### src/rtl/bist_response_analyzer_pkg.sv
// Shared types and constants for the memory BIST response analyzer.
// Provides the session state encoding, MISR polynomial and read-latency bounds.
package bist_pkg;

    typedef enum logic [1:0] {
        IDLE  = 2'd0,
        RUN   = 2'd1,
        DRAIN = 2'd2,
        DONE  = 2'd3
    } state_t;

    localparam logic [7:0] MISR_POLY  = 8'h1D;
    localparam int         RD_LAT_MIN = 1;
    localparam int         RD_LAT_MAX = 4;

    // Out-of-range latencies are pulled to the nearest supported depth.
    function automatic int clamp_rd_lat(input int lat);
        if (lat < RD_LAT_MIN) begin
            clamp_rd_lat = RD_LAT_MIN;
        end else if (lat > RD_LAT_MAX) begin
            clamp_rd_lat = RD_LAT_MAX;
        end else begin
            clamp_rd_lat = lat;
        end
    endfunction

endpackage

### src/rtl/bist_response_analyzer_delay_line.sv
// Fixed-depth shift register with a valid bit per stage and a synchronous flush.
// Aligns issued-read descriptors with the memory read latency.
module bist_delay_line #(
    parameter int DEPTH = 1,
    parameter int WIDTH = 8
) (
    input  logic             clk,
    input  logic             reset,
    input  logic             i_flush,
    input  logic             i_valid,
    input  logic [WIDTH-1:0] i_data,
    output logic             o_valid,
    output logic [WIDTH-1:0] o_data
);

    logic [DEPTH-1:0] r_valid;
    logic [WIDTH-1:0] r_data [DEPTH];

    // Shift descriptors one stage per cycle; flush drops every in-flight entry.
    always_ff @(posedge clk) begin
        if (reset || i_flush) begin
            for (int k = 0; k < DEPTH; k++) begin
                r_valid[k] <= 1'b0;
                r_data[k]  <= '0;
            end
        end else begin
            r_valid[0] <= i_valid;
            r_data[0]  <= i_data;
            for (int k = 1; k < DEPTH; k++) begin
                r_valid[k] <= r_valid[k-1];
                r_data[k]  <= r_data[k-1];
            end
        end
    end

    assign o_valid = r_valid[DEPTH-1];
    assign o_data  = r_data[DEPTH-1];

endmodule

### src/rtl/bist_response_analyzer.sv
// Memory BIST output response analyzer: latency-aligned compare, sticky fail,
// saturating mismatch count and first-failure capture. BIST_MISR_EN adds a signature MISR.
module bist_response_analyzer
    import bist_pkg::*;
#(
    parameter int A_WIDTH   = 4,
    parameter int D_WIDTH   = 8,
    parameter int RD_LAT    = 1,
    parameter int CNT_WIDTH = 8
) (
    input  logic                 clk,
    input  logic                 reset,
    input  logic                 start,
    input  logic                 rd_en,
    input  logic [A_WIDTH-1:0]   rd_addr,
    input  logic [D_WIDTH-1:0]   exp_data,
    input  logic                 rd_last,
    input  logic [D_WIDTH-1:0]   mem_rdata,
    output logic                 busy,
    output logic                 done,
    output logic                 fail,
    output logic [CNT_WIDTH-1:0] fail_count,
    output logic [A_WIDTH-1:0]   first_fail_addr,
    output logic [D_WIDTH-1:0]   first_fail_syn
`ifdef BIST_MISR_EN
    ,
    output logic [D_WIDTH-1:0]   signature
`endif
);

    localparam int LAT = clamp_rd_lat(RD_LAT);
    localparam int LW  = A_WIDTH + D_WIDTH + 1;
    localparam logic [CNT_WIDTH-1:0] CNT_MAX = {CNT_WIDTH{1'b1}};

    state_t               r_state;
    logic                 r_busy;
    logic                 r_done;
    logic                 r_fail;
    logic [CNT_WIDTH-1:0] r_fail_count;
    logic [A_WIDTH-1:0]   r_first_addr;
    logic [D_WIDTH-1:0]   r_first_syn;

    logic                 w_cap;
    logic [LW-1:0]        w_in;
    logic                 w_out_valid;
    logic [LW-1:0]        w_out;
    logic                 w_out_last;
    logic [A_WIDTH-1:0]   w_out_addr;
    logic [D_WIDTH-1:0]   w_out_exp;
    logic                 w_cmp;
    logic                 w_mis;
    logic [D_WIDTH-1:0]   w_syn;

    // A start in the same cycle discards both the incoming read and the compare.
    assign w_cap = rd_en && (r_state == RUN) && !start;
    assign w_in  = {rd_last, rd_addr, exp_data};

    bist_delay_line #(
        .DEPTH (LAT),
        .WIDTH (LW)
    ) u_delay (
        .clk     (clk),
        .reset   (reset),
        .i_flush (start),
        .i_valid (w_cap),
        .i_data  (w_in),
        .o_valid (w_out_valid),
        .o_data  (w_out)
    );

    assign w_out_last = w_out[LW-1];
    assign w_out_addr = w_out[LW-2 -: A_WIDTH];
    assign w_out_exp  = w_out[D_WIDTH-1:0];
    assign w_cmp      = w_out_valid && !start;
    assign w_syn      = mem_rdata ^ w_out_exp;
    assign w_mis      = w_cmp && (w_syn != {D_WIDTH{1'b0}});

    // Session FSM with registered status and result outputs.
    always_ff @(posedge clk) begin
        if (reset) begin
            r_state      <= IDLE;
            r_busy       <= 1'b0;
            r_done       <= 1'b0;
            r_fail       <= 1'b0;
            r_fail_count <= '0;
            r_first_addr <= '0;
            r_first_syn  <= '0;
        end else if (start) begin
            r_state      <= RUN;
            r_busy       <= 1'b1;
            r_done       <= 1'b0;
            r_fail       <= 1'b0;
            r_fail_count <= '0;
            r_first_addr <= '0;
            r_first_syn  <= '0;
        end else begin
            case (r_state)
                IDLE: begin
                    r_state <= IDLE;
                end
                RUN: begin
                    if (rd_en && rd_last) begin
                        r_state <= DRAIN;
                    end else begin
                        r_state <= RUN;
                    end
                end
                DRAIN: begin
                    if (w_cmp && w_out_last) begin
                        r_state <= DONE;
                        r_busy  <= 1'b0;
                        r_done  <= 1'b1;
                    end else begin
                        r_state <= DRAIN;
                    end
                end
                DONE: begin
                    r_state <= DONE;
                end
                default: begin
                    r_state <= IDLE;
                    r_busy  <= 1'b0;
                    r_done  <= 1'b0;
                end
            endcase

            if (w_mis) begin
                r_fail <= 1'b1;
                if (r_fail_count != CNT_MAX) begin
                    r_fail_count <= r_fail_count + CNT_WIDTH'(1);
                end else begin
                    r_fail_count <= r_fail_count;
                end
                // First failure is latched once; later mismatches only count.
                if (!r_fail) begin
                    r_first_addr <= w_out_addr;
                    r_first_syn  <= w_syn;
                end else begin
                    r_first_addr <= r_first_addr;
                    r_first_syn  <= r_first_syn;
                end
            end else begin
                r_fail <= r_fail;
            end
        end
    end

    assign busy            = r_busy;
    assign done            = r_done;
    assign fail            = r_fail;
    assign fail_count      = r_fail_count;
    assign first_fail_addr = r_first_addr;
    assign first_fail_syn  = r_first_syn;

`ifdef BIST_MISR_EN
    localparam logic [D_WIDTH-1:0] W_POLY = D_WIDTH'(MISR_POLY);

    logic [D_WIDTH-1:0] r_sig;

    function automatic logic [D_WIDTH-1:0] misr_next(
        input logic [D_WIDTH-1:0] sig,
        input logic [D_WIDTH-1:0] din
    );
        misr_next = ({sig[D_WIDTH-2:0], 1'b0} ^ (sig[D_WIDTH-1] ? W_POLY : {D_WIDTH{1'b0}})) ^ din;
    endfunction

    // Signature folds in read data of every compare while a session is active.
    always_ff @(posedge clk) begin
        if (reset || start) begin
            r_sig <= '0;
        end else if (w_cmp && ((r_state == RUN) || (r_state == DRAIN))) begin
            r_sig <= misr_next(r_sig, mem_rdata);
        end else begin
            r_sig <= r_sig;
        end
    end

    assign signature = r_sig;
`endif

endmodule

### config.mk
export PLATFORM = sky130hd
export DESIGN_NAME = bist_response_analyzer
export DESIGN_NICKNAME = d
export VERILOG_FILES = /design/src/rtl/bist_response_analyzer_pkg.sv /design/src/rtl/bist_response_analyzer_delay_line.sv /design/src/rtl/bist_response_analyzer.sv
export SDC_FILE = /design/constraint.sdc
export NUM_CORES = 1
export LEC_CHECK = 0
export CORE_UTILIZATION = 25
export CTS_CLUSTER_SIZE = 25
export DETAILED_ROUTE_END_ITERATION = 7
export GPL_TIMING_DRIVEN = 1
export HOLD_SLACK_MARGIN = 0.1
export PLACE_DENSITY = 0.54
export SLEW_MARGIN = 15
export SYNTH_ARGS = -nofsm -noshare
export SYNTH_HDL_FRONTEND = slang
export SYNTH_SLANG_ARGS = --single-unit
### constraint.sdc
create_clock -name clk -period 1.9 [get_ports clk]
set_input_delay 0.475 -clock clk [delete_from_list [all_inputs] [get_ports clk]]
set_output_delay 0.475 -clock clk [all_outputs]
set_load 0.005 [all_outputs]
Yosys cells after proc, flatten, opt, wreduce, memory -nomap -nowiden
Memory sizes are Yosys's and may differ from the RTL's. Cells that the tools add are included.

Muxes and demuxes: 12. Bitwise gates (word level): 2. $add $sub $neg: 1. Equal/unequal tests: 4. Reduce and logical (&&, ||, !) cells: 18.

Operators with widths (count): two-way mux 13 bit (1); OR reduction 13 bit (1); two-way mux 1 bit (9); adder 8 x 1 -> 8 bit (second input constant) (1); != test 8 bit (second input constant) (1); case mux 2 bit (4 select lines) (1); AND reduction 2 bit (4); nonzero test 8 bit (1); bitwise XOR 8 bit (1); logical AND 1 bit (6); == test 2 bit (second input constant) (2); nonzero test 2 bit (2); == test 2 x 1 -> 1 bit (second input constant) (1); zero test 2 bit (1); two-way mux 2 bit (1); OR reduction 2 bit (1); zero test 1 bit (1); logical OR 1 bit (1); NOT 1 bit (1).

Logic and storage cells: 47. Input bits: 25. Flip-flop bits (word level): 26. Memories kept: 1. Memory bits (writable): 13.

Memories: u_delay.r_data (words 1, bits a word 13, read ports 1, clocked after memory_dff 0, wr ports 1, RTL line bist_response_analyzer_delay_line.sv:17) `logic [WIDTH-1:0] r_data [DEPTH];`.

Logic depth before layout (Yosys ltp)
Word-level depth: 6. Gate-level depth with buffers: 6. Gate-level depth less buffers: 5.

Hierarchy
A second synthesis with hierarchy kept.

Cells, all modules: 158. Area, all modules: 1602.8 sq um.

By module, submodules not included: bist_response_analyzer (cells each 128, times used 1, sequential area each 500.5 sq um, area an instance 1144.8 sq um); bist_delay_line (cells each 30, times used 1, sequential area each 280.3 sq um, area an instance 457.9 sq um).

Least setup slack after synthesis
Ideal clock, no wire load.

Kind: input to register. From: input mem_rdata[7]. To: register r_fail_count[3], in the netlist fail_count[3]. Stages: 5. Path slack: 0.191 ns. Data arrival time: 1.639 ns. Required time: 1.829 ns. Buffers on the path: 0. Path through: xnor2_1 and4_4 a21o_1 or4_1 a21oi_1.

Cells in the longest elaborated chain, start to end: 4.

Ends and longest elaborated chain: start: declaration (RTL line bist_response_analyzer.sv:18) `input logic [D_WIDTH-1:0] mem_rdata,`; bitwise XOR 8 bit (RTL line bist_response_analyzer.sv:75) `assign w_syn = mem_rdata ^ w_out_exp;`; nonzero test 8 bit (RTL line bist_response_analyzer.sv:76) `assign w_mis = w_cmp && (w_syn != {D_WIDTH{1'b0}});`; logical AND 1 bit (RTL line bist_response_analyzer.sv:76); AND reduction 2 bit (no line); end signal: assignment (RTL line bist_response_analyzer.sv:130) `r_fail_count <= r_fail_count + CNT_WIDTH'(1);`; end signal: assignment (RTL line bist_response_analyzer.sv:132) `r_fail_count <= r_fail_count;`; end: declaration (RTL line bist_response_analyzer.sv:39) `logic [CNT_WIDTH-1:0] r_fail_count;`.

No other way between the ends. A chain may end at the register's enable or synchronous reset.

Worst setup path after layout
From: register r_fail, in the netlist fail. To: output fail.

RTL lines: start: declaration (RTL line bist_response_analyzer.sv:38) `logic r_fail;`; start signal: assignment (RTL line bist_response_analyzer.sv:143) `r_fail <= r_fail;`; end: declaration (RTL line bist_response_analyzer.sv:21) `output logic fail,`.

No word-level cell between the ends.

==> summary.md <==
| Metric | Value |
|---|---|
| Outcome | `complete, no violations` |
| Synth area leader | `dfxtp_1` |
| Post-synth top area share | `52.9%` |
| Min-Delay Path Class | `reg2reg` |
| Storage cell area | `781 um^2` |
| CTS H-tree lvls | `2` |
| RSZ-0062 raised after global routing | `false` |
| First-pass GRT wire length | `5380 um` |
| Design area | `0.00238 mm^2` |
| CTS tree | `done` |
| Worst skew pair latency | `0.29 ns` |
| Setup-violating endpoint count in the final report | `0` |
| Worst EP arrival | `1.29 ns` |
| DRT antenna net count | `0` |
| Wirelength per Cell | `11.8 um` |
| Main synth FF type | `dfxtp_1` |
| Hold Path End | `first_fail_addr[0]` |
| Avg Cell Area, Syn | `9.58 um^2` |
| Synth area leaders | `dfxtp_1 (53%), and2_1 (5.9%), a211oi_1 (5.1%)` |
| Worst EP required | `1.42 ns` |
| Footprint of the multi-input gates | `738 um^2` |
| #FFs+latches synth | `39` |
| Die Width | `78.8 um` |
| Sequential fraction of the synthesis area | `52.9%` |
| DP Wirelength | `2320 um` |
| Vias per inst | `4.39` |
| CP Max Fanout | `3` |
| Crit path time final | `1.76 ns` |
| Synth top cells by count | `dfxtp_1 (39), nor2_1 (18), and2_1 (14)` |
| Worst Max-Slew Pin Slew | `0.475 ns` |
| Sink Count | `39` |
| Layout cells sized above 1 | `18.3%` |
| CTS Buffer Depth | `2` |
| Worst hold path stage count | `2` |
| Fmax | `567 MHz` |
| Port bufs | `47` |
| Net count after synthesis | `180` |
| Crit path cell chain | `clkdlybuf4s50_1` |
| Slew Limit Fails | `0` |
| GPL Wtd Cong | `0.769` |
| Placeable core region | `0.00561 mm^2` |
| Clock Skew | `0.00364 ns` |
| Number of distinct library cells after synthesis | `29` |
| Critical path's top delay family | `buffers and inverters` |
| Most instantiated library cell after synthesis | `dfxtp_1` |
| Vias in the first global route | `1170` |
| Pleak | `0.000933 uW` |
| Crit Path Category | `reg2out` |
| Crit end category | `output pin` |
| ANT cells | `0` |
| Reg2reg path depth | `7` |
| Overall power | `1660 uW` |
| Crit path largest cell delay | `0.54 ns` |
| # IOs | `48` |
| Ys async rst share | `0%` |
| Hold path start | `u_delay.r_data[0][8]` |
| Worst-path clk slew | `0.07 ns` |
| Mapped Area | `0.00148 mm^2` |
| Via Count | `1272` |
| Maximum vdd drop | `0.000352 V` |
| Largest net degree at the start of global routing | `25` |
| CP bufs+invs | `1` |
| Die area | `0.00621 mm^2` |
| WL final | `3440 um` |
| Crit path launch type | `flop` |
| Pwr per Cell Area | `698 mW/mm^2` |
| Clock root cell | `clkbuf_8` |
| Initial core utilization | `26.3%` |
| Layout area overhead | `61.1%` |
| Worst r2r src | `u_delay.r_data[0][1]` |
| Post-Synthesis Cells | `154` |
| Gr ovfl total | `0` |
| Placed cell areas | `0.00210 mm^2` |
| Number of synthesis warnings | `0` |
| Critical R2R Capture | `first_fail_syn[2]` |
| # DRC | `0` |
| CTS buffer count | `5` |
| Final Hold Viols | `0` |
| Initial antenna violation count | `0` |
| Worst slew margin | `68.3%` |
| Fin crit share | `92.8%` |
| DR iter-0 viols | `58` |
| Slowest CP cell | `clkdlybuf4s50_1` |
| Flop2flop setup slack | `0.18 ns` |
| Fillers | `588` |
| EDFF count, synth | `0` |
| Max Cap Violations | `0` |
| Overall routing resource usage | `11.4%` |
| Drt pass-1 iters | `4` |
| Final #Nets | `244` |
| Die height | `78.8 um` |
| Row count | `27` |
==> what timing repair did <==
action | 4_1_cts | 5_1_grt
setup buffers | 2 | 2
gates resized for setup | 1 | 17
setup endpoints to repair | 2 | 15
hold buffers | 0 | 0
gates cloned | 0 | 2
pin swaps | 3 | 2
==> cells by family (layout without fill, tap and decap cells) <==
group	Yosys count	in the layout	synth area share, %
buf+inv	6	70	1.61
flops	39	39	52.9
fa+ha+maj	1	1	0.848
simple gates	68	68	25.0
xor+xnor	8	8	4.75
compound gates	32	32	14.8
==> flip-flops by register name (all words and copies together), names as in the netlist <==
signal	cells
fail_count	8
first_fail_addr	4
r_state	2
fail	1
u_delay.o_valid	1
first_fail_syn	8
busy	1
done	1
u_delay.r_data	13
==> per-stage QoR <==
| step | TNS (ns) | std cells | hold slack (ns) | setup slack [ns] | utilization [%] |
|---|---|---|---|---|---|
| floorplan | 0 | 154 | 0.421 | 0.191 | - |
| global placement | -3.39 | 277 | 0.428 | -0.314 | 37.4 |
| detailed placement | -3.54 | 277 | 0.437 | -0.350 | 37.4 |
| CTS | 0 | 286 | 0.458 | 0.00287 | 39.7 |
| global route | 0 | 290 | 0.465 | 0.0962 | 42.4 |
| finish | 0 | 290 | 0.454 | 0.137 | 42.4 |
==> layout by cell type (no fill, tap or decap), drive strengths merged, types with 8 or more instances in the layout <==
master / count
clkdlybuf4s50: 38
a211oi: 11
dfxtp: 39
dlymetal6s2s: 9
buf: 14
and2: 14
nand2: 10
a21oi: 8
nor2: 18
xnor2: 8
==> cell type report <==
cell class,count,area share (%)
multi-input combinational,109,31.1
clock inverter,2,1.58
sequential,39,32.9
tap,72,3.79
clock buffer,5,2.90
timing repair buffer,63,27.8
==> worst register-to-register path, stage by stage (launching register included) <==
cell	delay [ns]
dfxtp_1	0.33
xnor2_2	0.15
and4_4	0.22
buf_4	0.14
a211oi_4	0.35
buf_4	0.19
clkbuf_16	0.15
a211oi_1	0.07
==> power breakdown <==
group | switching, uW | internal [uW]
Clock | 283 | 383
Combinational | 51.5 | 96.9
Sequential | 9.75 | 833
==> metal layers <==
metal	track usage [%]	vias up	wire length, um
li1	-	668	-
met1	14.7	558	1620
met2	16.8	39	1510
met3	4.02	7	268
met4	5.45	0	46
met5	0	-	0
==> worst max-delay path by stage <==
stage | from | to | slack (ns) | depth (start not counted)
2_1_floorplan | mem_rdata[7] | fail_count[3] | 0.19 | 5
3_3_place_gp | mem_rdata[7] | fail_count[3] | -0.31 | 6
3_5_place_dp | mem_rdata[7] | fail_count[3] | -0.35 | 6
4_1_cts | mem_rdata[5] | fail_count[3] | 0.003 | 6
5_1_grt | fail_count[7] | fail_count[7] | 0.1 | 1
6_report | fail | fail | 0.14 | 1
Power figures use the tool's default switching activity.
